[src/rtl/disp_owner_sched_if.sv]
// Bus bundle between the display-ownership scheduler and its sources/multiplexer.
// The master drives the source A/B data, the request and alarm; the slave (scheduler) drives the rest.
interface disp_owner_sched_if;
  logic [6:0] a_d0, a_d1, a_d2, a_d3;
  logic [6:0] b_d0, b_d1, b_d2, b_d3;
  logic       b_req;
  logic       b_ack;
  logic       b_done;
  logic       alarm;
  logic [6:0] d0, d1, d2, d3;
  logic       owner;

  modport master (
    output a_d0, a_d1, a_d2, a_d3, b_d0, b_d1, b_d2, b_d3, b_req, alarm,
    input  b_ack, b_done, d0, d1, d2, d3, owner
  );

  modport slave (
    input  a_d0, a_d1, a_d2, a_d3, b_d0, b_d1, b_d2, b_d3, b_req, alarm,
    output b_ack, b_done, d0, d1, d2, d3, owner
  );
endinterface

[src/rtl/disp_owner_sched.sv]
// Display ownership scheduler: source A by default, source B granted for a fixed hold then a guard.
// Optional alarm blink of all digits is enabled by defining DISP_ALARM_BLINK_EN.
module disp_owner_sched #(
  parameter int TICK_DIV = 50000,
  parameter int TICK_W   = 16,
  parameter int HOLD_MS  = 2000,
  parameter int GUARD_MS = 500,
  parameter int BLINK_MS = 250,
  parameter int MS_W     = 12
) (
  input  logic                clk,
  input  logic                reset,
  disp_owner_sched_if.slave   bus
);

  typedef enum logic [1:0] {SHOW_A, GRANT_B, SHOW_B, GUARD} state_t;

  localparam int HOLD_N  = (HOLD_MS  == 0) ? 1 : HOLD_MS;
  localparam int GUARD_N = (GUARD_MS == 0) ? 1 : GUARD_MS;
  localparam logic [TICK_W-1:0] TICK_LAST  = TICK_W'(TICK_DIV - 1);
  localparam logic [MS_W-1:0]   HOLD_LAST  = MS_W'(HOLD_N - 1);
  localparam logic [MS_W-1:0]   GUARD_LAST = MS_W'(GUARD_N - 1);

  state_t            state;
  logic [TICK_W-1:0] presc;
  logic [MS_W-1:0]   ms_cnt;
  logic [3:0][6:0]   a_vec, b_vec, b_lat, disp_q;
  logic              owner_q, b_ack_q, b_done_q;
  logic              tick;
  logic              blank;

  assign a_vec = {bus.a_d3, bus.a_d2, bus.a_d1, bus.a_d0};
  assign b_vec = {bus.b_d3, bus.b_d2, bus.b_d1, bus.b_d0};
  assign tick  = (presc == TICK_LAST);

`ifdef DISP_ALARM_BLINK_EN
  localparam int                BLINK_N    = (BLINK_MS == 0) ? 1 : BLINK_MS;
  localparam logic [MS_W-1:0]   BLINK_LAST = MS_W'(BLINK_N - 1);

  logic [MS_W-1:0] blink_cnt;
  logic            phase;

  // Free-running: follows the shared ms tick regardless of ownership state.
  always_ff @(posedge clk or posedge reset) begin
    if (reset) begin
      blink_cnt <= '0;
      phase     <= 1'b0;
    end else if (tick) begin
      if (blink_cnt == BLINK_LAST) begin
        blink_cnt <= '0;
        phase     <= ~phase;
      end else begin
        blink_cnt <= blink_cnt + MS_W'(1);
      end
    end
  end

  assign blank = bus.alarm & phase;
`else
  logic [MS_W:0] unused_blink_cfg;
  assign unused_blink_cfg = {bus.alarm, MS_W'(BLINK_MS)};
  assign blank = 1'b0;
`endif

  always_ff @(posedge clk or posedge reset) begin
    if (reset) begin
      state    <= SHOW_A;
      presc    <= '0;
      ms_cnt   <= '0;
      // NOTE: the B latch is reset like every other register so a post-reset SHOW_B can never expose stale data.
      b_lat    <= '1;
      disp_q   <= '1;
      owner_q  <= 1'b0;
      b_ack_q  <= 1'b0;
      b_done_q <= 1'b0;
    end else begin
      // NOTE: pulses default low here; a later assignment in the case below wins for that one cycle.
      b_ack_q  <= 1'b0;
      b_done_q <= 1'b0;
      presc    <= tick ? '0 : presc + TICK_W'(1);

      case (state)
        SHOW_A: begin
          disp_q  <= a_vec;
          owner_q <= 1'b0;
          if (bus.b_req) begin
            state   <= GRANT_B;
            b_lat   <= b_vec;
            b_ack_q <= 1'b1;
          end
        end
        GRANT_B: begin
          state   <= SHOW_B;
          disp_q  <= b_lat;
          owner_q <= 1'b1;
          presc   <= '0;
          ms_cnt  <= '0;
        end
        SHOW_B: begin
          disp_q <= b_lat;
          if (tick) begin
            if (ms_cnt == HOLD_LAST) begin
              state    <= GUARD;
              disp_q   <= a_vec;
              owner_q  <= 1'b0;
              b_done_q <= 1'b1;
              presc    <= '0;
              ms_cnt   <= '0;
            end else begin
              ms_cnt <= ms_cnt + MS_W'(1);
            end
          end
        end
        GUARD: begin
          disp_q  <= a_vec;
          owner_q <= 1'b0;
          if (tick) begin
            if (ms_cnt == GUARD_LAST) begin
              state  <= SHOW_A;
              ms_cnt <= '0;
            end else begin
              ms_cnt <= ms_cnt + MS_W'(1);
            end
          end
        end
        default: state <= SHOW_A;
      endcase

      // Blanking overrides only the digits; state, owner and pulses keep their timing.
      if (blank) disp_q <= '1;
    end
  end

  assign bus.d0     = disp_q[0];
  assign bus.d1     = disp_q[1];
  assign bus.d2     = disp_q[2];
  assign bus.d3     = disp_q[3];
  assign bus.owner  = owner_q;
  assign bus.b_ack  = b_ack_q;
  assign bus.b_done = b_done_q;

endmodule

[src/flat_wrapper.sv]
// flat-port wrapper written by rule: the top's interface ports become plain ports
module disp_owner_sched_flat 
#(
  parameter int TICK_DIV = 50000,
  parameter int TICK_W   = 16,
  parameter int HOLD_MS  = 2000,
  parameter int GUARD_MS = 500,
  parameter int BLINK_MS = 250,
  parameter int MS_W     = 12
)
  (clk, reset, bus_a_d0, bus_a_d1, bus_a_d2, bus_a_d3, bus_b_d0, bus_b_d1, bus_b_d2, bus_b_d3, bus_b_req, bus_alarm, bus_b_ack, bus_b_done, bus_d0, bus_d1, bus_d2, bus_d3, bus_owner);
  disp_owner_sched_if bus_i ();
  input  logic clk;
  input  logic reset;
  input wire logic [$bits(bus_i.a_d0)-1:0] bus_a_d0;
  input wire logic [$bits(bus_i.a_d1)-1:0] bus_a_d1;
  input wire logic [$bits(bus_i.a_d2)-1:0] bus_a_d2;
  input wire logic [$bits(bus_i.a_d3)-1:0] bus_a_d3;
  input wire logic [$bits(bus_i.b_d0)-1:0] bus_b_d0;
  input wire logic [$bits(bus_i.b_d1)-1:0] bus_b_d1;
  input wire logic [$bits(bus_i.b_d2)-1:0] bus_b_d2;
  input wire logic [$bits(bus_i.b_d3)-1:0] bus_b_d3;
  input wire logic [$bits(bus_i.b_req)-1:0] bus_b_req;
  input wire logic [$bits(bus_i.alarm)-1:0] bus_alarm;
  output wire logic [$bits(bus_i.b_ack)-1:0] bus_b_ack;
  output wire logic [$bits(bus_i.b_done)-1:0] bus_b_done;
  output wire logic [$bits(bus_i.d0)-1:0] bus_d0;
  output wire logic [$bits(bus_i.d1)-1:0] bus_d1;
  output wire logic [$bits(bus_i.d2)-1:0] bus_d2;
  output wire logic [$bits(bus_i.d3)-1:0] bus_d3;
  output wire logic [$bits(bus_i.owner)-1:0] bus_owner;
  assign bus_i.a_d0 = bus_a_d0;
  assign bus_i.a_d1 = bus_a_d1;
  assign bus_i.a_d2 = bus_a_d2;
  assign bus_i.a_d3 = bus_a_d3;
  assign bus_i.b_d0 = bus_b_d0;
  assign bus_i.b_d1 = bus_b_d1;
  assign bus_i.b_d2 = bus_b_d2;
  assign bus_i.b_d3 = bus_b_d3;
  assign bus_i.b_req = bus_b_req;
  assign bus_i.alarm = bus_alarm;
  assign bus_b_ack = bus_i.b_ack;
  assign bus_b_done = bus_i.b_done;
  assign bus_d0 = bus_i.d0;
  assign bus_d1 = bus_i.d1;
  assign bus_d2 = bus_i.d2;
  assign bus_d3 = bus_i.d3;
  assign bus_owner = bus_i.owner;
  disp_owner_sched #(.TICK_DIV(TICK_DIV), .TICK_W(TICK_W), .HOLD_MS(HOLD_MS), .GUARD_MS(GUARD_MS), .BLINK_MS(BLINK_MS), .MS_W(MS_W)) u_core (.clk(clk), .reset(reset), .bus(bus_i));
endmodule
[config.mk]
export PLATFORM = sky130hd
export DESIGN_NAME = disp_owner_sched_flat
export DESIGN_NICKNAME = d
export VERILOG_FILES = /design/src/rtl/disp_owner_sched_if.sv /design/src/rtl/disp_owner_sched.sv /design/src/flat_wrapper.sv
export SDC_FILE = /design/constraint.sdc
export NUM_CORES = 1
export LEC_CHECK = 0
export CORE_AREA = 4 4 96 98
export DETAILED_ROUTE_END_ITERATION = 8
export DIE_AREA = 0 0 100 102
export GPL_ROUTABILITY_DRIVEN = 0
export MAX_ROUTING_LAYER = met4
export PLACE_DENSITY = 0.91
export SYNTH_ARGS = -nofsm -noshare
export SYNTH_HDL_FRONTEND = slang
export SYNTH_SLANG_ARGS = --single-unit
export TNS_END_PERCENT = 20
[constraint.sdc]
create_clock -name clk -period 3.9 [get_ports clk]
set_input_delay 0.78 -clock clk [delete_from_list [all_inputs] [get_ports clk]]
set_output_delay 0.78 -clock clk [all_outputs]
set_load 0.02 [all_outputs]
# After elaboration in Yosys (flattened, before gate mapping)
# Index checks and enable logic that the tools add are counted.
dict set report totals {
  reg_bits 89
}
dict set report classes {
  mux 26
  n_reduce_logical 7
  addsub 2
  eq_ne 11
}
# cell count
set ops {}
lappend ops {{$pmux W28 S3} 1}
lappend ops {{$mux W28} 2}
lappend ops {{$mux W12} 4}
lappend ops {{$mux W16} 3}
lappend ops {{$pmux W12 S3} 1}
lappend ops {{$pmux W16 S2} 1}
lappend ops {{$add A16 B1 Y16 const B} 1}
lappend ops {{$eq A16 B16 Y1 const B} 1}
lappend ops {{$add A12 B1 Y12 const B} 1}
lappend ops {{$eq A12 B11 Y1 const B} 1}
lappend ops {{$eq A12 B9 Y1 const B} 1}
lappend ops {{$mux W2} 5}
lappend ops {{$ne A2 B1 Y1 const B} 4}
lappend ops {{$pmux W2 S4} 1}
lappend ops {{$mux W1} 7}
lappend ops {{$reduce_and A5 Y1} 1}
lappend ops {{$eq A2 B2 Y1 const B} 2}
lappend ops {{$reduce_and A2 Y1} 2}
lappend ops {{$pmux W1 S3} 1}
lappend ops {{$reduce_and A3 Y1} 1}
lappend ops {{$reduce_bool A3 Y1} 1}
lappend ops {{$eq A2 B1 Y1 const B} 1}
lappend ops {{$logic_not A2 Y1} 1}
lappend ops {{$ne A2 B2 Y1 const B} 1}
lappend ops {{$reduce_or A2 Y1} 1}

# Logic depth before layout (Yosys ltp)
dict set report depth {
  ltp_word 5
  mapped_depth 8
}

# Least setup slack after synthesis
# No wires, ideal clock.
dict set report synth_path {
  path_kind {flip-flop to flip-flop}
  startpoint {register u_core.presc[5]}
  endpoint {register u_core.disp_q (netlist bit u_core.bus.d0[0])}
  path_buffers 2
  setup_time_ns 0.079
  arrival_time_ns 2.011
  path_stages_with_launch 8
  required_time_ns 3.821
  path_slack_ns 1.810
  path_cell_list {dfrtp_1 > or4b_4 > nor4_1 > nand2_1 > buf_6 > a21o_1 > buf_6 > a22o_1}
}
dict set report synth_between {
  elab_chain_cells 3
}
# item line_no
set synth_lines {}
lappend synth_lines {{start: declaration} disp_owner_sched.sv:25} ;# logic [TICK_W-1:0] presc;
lappend synth_lines {{start signal: assignment} disp_owner_sched.sv:80} ;# presc <= tick ? '0 : presc + TICK_W'(1);
lappend synth_lines {{$eq A16 B16 Y1} disp_owner_sched.sv:34} ;# assign tick = (presc == TICK_LAST);
lappend synth_lines {{$mux W28} disp_owner_sched.sv:101} ;# if (tick) begin
lappend synth_lines {{$pmux W28 S3} disp_owner_sched.sv:82} ;# case (state)
lappend synth_lines {{end signal: assignment} disp_owner_sched.sv:84} ;# disp_q <= a_vec;
lappend synth_lines {{end signal: assignment} disp_owner_sched.sv:100} ;# disp_q <= b_lat;
lappend synth_lines {{end signal: assignment} disp_owner_sched.sv:104} ;# disp_q <= a_vec;
lappend synth_lines {{end: declaration} disp_owner_sched.sv:27} ;# logic [3:0][6:0] a_vec, b_vec, b_lat, disp_q;
# No other way between the ends.
# A chain may end at the register's enable or synchronous reset.

# Worst setup path in the final report
dict set report layout_path {
  startpoint {register u_core.ms_cnt[0]}
  endpoint {register u_core.disp_q (netlist bit u_core.bus.d3[5])}
}
dict set report layout_between {
  elab_chain_cells 4
}
# item line_no
set layout_lines {}
lappend layout_lines {{start: declaration} disp_owner_sched.sv:26} ;# logic [MS_W-1:0] ms_cnt;
lappend layout_lines {{start signal: assignment} disp_owner_sched.sv:110} ;# ms_cnt <= ms_cnt + MS_W'(1);
lappend layout_lines {{start signal: assignment} disp_owner_sched.sv:122} ;# ms_cnt <= ms_cnt + MS_W'(1);
lappend layout_lines {{$eq A12 B11 Y1} disp_owner_sched.sv:102} ;# if (ms_cnt == HOLD_LAST) begin
lappend layout_lines {{$mux W28} disp_owner_sched.sv:102}
lappend layout_lines {{$mux W28} disp_owner_sched.sv:101}
lappend layout_lines {{$pmux W28 S3} disp_owner_sched.sv:82}
# No other way between the ends.

==> flow_metrics.env <==
export IMPL_final_nets=519
export IMPL_dpl_cell_area_um2=5137
export IMPL_fin_crit_ps=2695
export IMPL_grt_pass1_wl_um=16360
export IMPL_ant_nets=0
export IMPL_h_tree_depth=3
export IMPL_synth_compound_area_share=0.1381
export IMPL_row_count=34
export IMPL_drt_iter0_markers=168
export IMPL_clock_latency_ps=370
export IMPL_diodes=0
export IMPL_antenna_found_initial=0
export IMPL_synthSimpleGateAreaFrac=0.1378
export IMPL_p_per_area_nw_per_um2=312.1
export IMPL_cts_clk_slew_worst_paths_ps=90
export IMPL_maxCapViolations=0
export IMPL_postSynthCellCount=365
export IMPL_report_final_slew_viol_count=0
export IMPL_period_share=0.6911
export IMPL_final_setup_tns_ps=0
export IMPL_drt_wl_total_um=10020
export IMPL_synth_edff_count=0
export IMPL_core_area_um2=8466
export IMPL_cts_buffers=9
export IMPL_ys_seq_area_frac=0.5514
export IMPL_worstMarginPinSlew_ps=821.5
export IMPL_portBuffers=89
export IMPL_worstSetupEndpointType="flip-flop"
export IMPL_grt_pass1_vias=3375
export IMPL_total_power_uw=1666
export IMPL_path_class="reg -> reg"
export IMPL_dominantRegCellSynth="dfstp_2"
export IMPL_yosysUniqueCellTypes=45
export IMPL_cts_root_buffer="clkbuf_8"
export IMPL_fmax_ghz=0.3710
export IMPL_synth_xor_area_share=0.02943
export IMPL_drt_wirelength_per_cell_um=17.73
export IMPL_postCtsSetupRepairBufs=0
export IMPL_synth_fa_ha_area_frac=0.02102
export IMPL_clock_sinks=89
export IMPL_ir_drop_v=0.0002219
export IMPL_final_common_cell="clkdlybuf4s50_1"
export IMPL_layout_cells_most_common_list="clkdlybuf4s50_1, dfstp_2, dfrtp_1, nand2_1, mux2_2"
export IMPL_muxShareOfSynthArea=0.08619
export IMPL_start_util=0.4922
export IMPL_syn_area_per_cell_um2=11.42
export IMPL_maxSlewHeadroom=0.4524
export IMPL_clockBufferDepth=2
export IMPL_drive_gt1_frac=0.2516
export IMPL_postCtsHoldBufs=0
export IMPL_grt_usage=0.2085
export IMPL_worstPathArrival_ps=2960
export IMPL_hold_violations=0
export IMPL_async_flop_share=1.000
export IMPL_syn_area_um2=4166
export IMPL_dieWidth_um=100
export IMPL_grt_overflow_total=0
export IMPL_num_io_pins=91
export IMPL_die_h_um=102
export IMPL_outcome="complete, no violations"
export IMPL_dieArea_um2=10200
export IMPL_rsz0062_at_grt="false"
export IMPL_ys_seq_elements=89
export IMPL_start_kind="flip-flop"
export IMPL_cts_tree="done"
export IMPL_preCtsSetupSlack_ps=1352
export IMPL_yosys_warnings=0
export IMPL_synth_top_family_by_area="compound AO/OA/AOI/OAI gates"
export IMPL_setup_viol=0
export IMPL_ctsResizeCount=0
export IMPL_p_leak_uw=0.002196
export IMPL_drc=0
export IMPL_crit_required_ps=4160
export IMPL_hp_class="reg -> reg"
export IMPL_cp_max_fo=20
export IMPL_final_area_um2=5340
export IMPL_place_hpwl_um=6712
export IMPL_utilization=0.6308
export IMPL_finalWorstSetupSlack_ps=1205
export IMPL_viasPerCell=5.749
export IMPL_skew_ps=11.28
export IMPL_vias=3248
export IMPL_area_delta_synth_final_pct=28.17
export IMPL_syn_num_nets=432
export IMPL_grt_max_degree=49
export IMPL_dr_pass1_iters=5
cells in the mapped netlist, types with 2 or more instances:
| library cell | instances | area share |
|---|---|---|
| dfstp_2 | 56 | 0.35 |
| dfrtp_1 | 33 | 0.20 |
| mux2_2 | 30 | 0.081 |
| nand2_1 | 30 | 0.027 |
| nand3_1 | 25 | 0.030 |
| nor2_1 | 25 | 0.023 |
| a22o_1 | 18 | 0.038 |
| a22oi_1 | 16 | 0.029 |
| o211ai_1 | 16 | 0.029 |
| inv_1 | 13 | 0.012 |
| o21ai_0 | 12 | 0.014 |
| clkbuf_1 | 9 | 0.0081 |
| xor2_1 | 9 | 0.019 |
| ha_1 | 7 | 0.021 |
| nor4_1 | 7 | 0.011 |
| nand4_1 | 5 | 0.0075 |
| nor3_1 | 5 | 0.0060 |
| xnor2_1 | 5 | 0.011 |
| a21o_1 | 4 | 0.0072 |
| a21oi_1 | 4 | 0.0048 |
| and2_1 | 3 | 0.0045 |
| buf_1 | 3 | 0.0027 |
| buf_2 | 3 | 0.0036 |
| buf_6 | 3 | 0.0081 |
| a21oi_2 | 2 | 0.0042 |
| nor2b_1 | 2 | 0.0030 |
| or4b_4 | 2 | 0.0066 |
final cells by class:
cell class	instances	area, µm²
Fill cell	608	3126
Clock buffer	11	141.4
Clock inverter	5	61.31
Multi-Input combinational cell	244	1719
Inverter	13	50.05
Tap cell	108	135.1
Sequential cell	89	2297
Timing Repair Buffer	95	935.9
final timing paths:
| kind | start | to | slack [ps] | depth (start not counted) |
|---|---|---|---|---|
| max in group asynchronous | reset | u_core.bus.d3[2] | 2220 | 3 |
| setup reg to reg | u_core.ms_cnt[0] | u_core.bus.d3[5] | 1200 | 7 |
| min in group asynchronous | reset | u_core.presc[2] | 850 | 2 |
| setup / recovery | u_core.ms_cnt[0] | u_core.bus.d3[5] | 1200 | 7 |
| hold reg to reg | u_core.presc[0] | u_core.presc[0] | 490 | 1 |
| hold / removal | u_core.presc[0] | u_core.presc[0] | 490 | 1 |
cells by family after synthesis:
kind of cell             count (synthesis)
adder cells (fa/ha/maj)                  7
AND/OR/NAND/NOR                        114
XOR/XNOR                                14
multiplexers                            32
buffers and inverters                   32
flip-flops                              89
AO/OA/AOI/OAI                           77
critical path, cell delays in order (launching register included):
cell and delay (ps):
dfrtp_1 410, ha_1 220, nand3_1 290, nor4_1 470, nand2_1 120, buf_4 230
or2_1 470, o211ai_1 370
metal layers:
layer  track usage  up-vias  routed length, µm
met4       0.06839        0                233
met5             -        -                  0
met2        0.3545      122               5315
met3       0.06553       19                665
li1              -     1491                  -
met1        0.2349     1616               3802
registers in the layout (all words and copies together), names as in the netlist:
signal,cells
u_core.ms_cnt,12
u_core.state,2
u_core.bus.b_done,1
u_core.bus.owner,1
u_core.bus.d3,7
u_core.bus.d2,7
u_core.bus.d1,7
u_core.presc,16
u_core.bus.b_ack,1
u_core.bus.d0,7
u_core.b_lat,28
stage by stage:
step	hold slack, ps	instances
after floorplan	447.9	365
after global placement	470.6	549
after detailed placement	485.5	549
after CTS	498.4	565
after global routing	509.4	565
final	490.7	565
power by group:
| part | switching (µW) | internal, µW | leakage (µW) |
|---|---|---|---|
| Sequential | 0 | 925 | 0.00102 |
| Combinational | 32.0 | 54.0 | 0.00108 |
| Clock | 336 | 319 | 0.000101 |
Power figures use the tool's default switching activity.
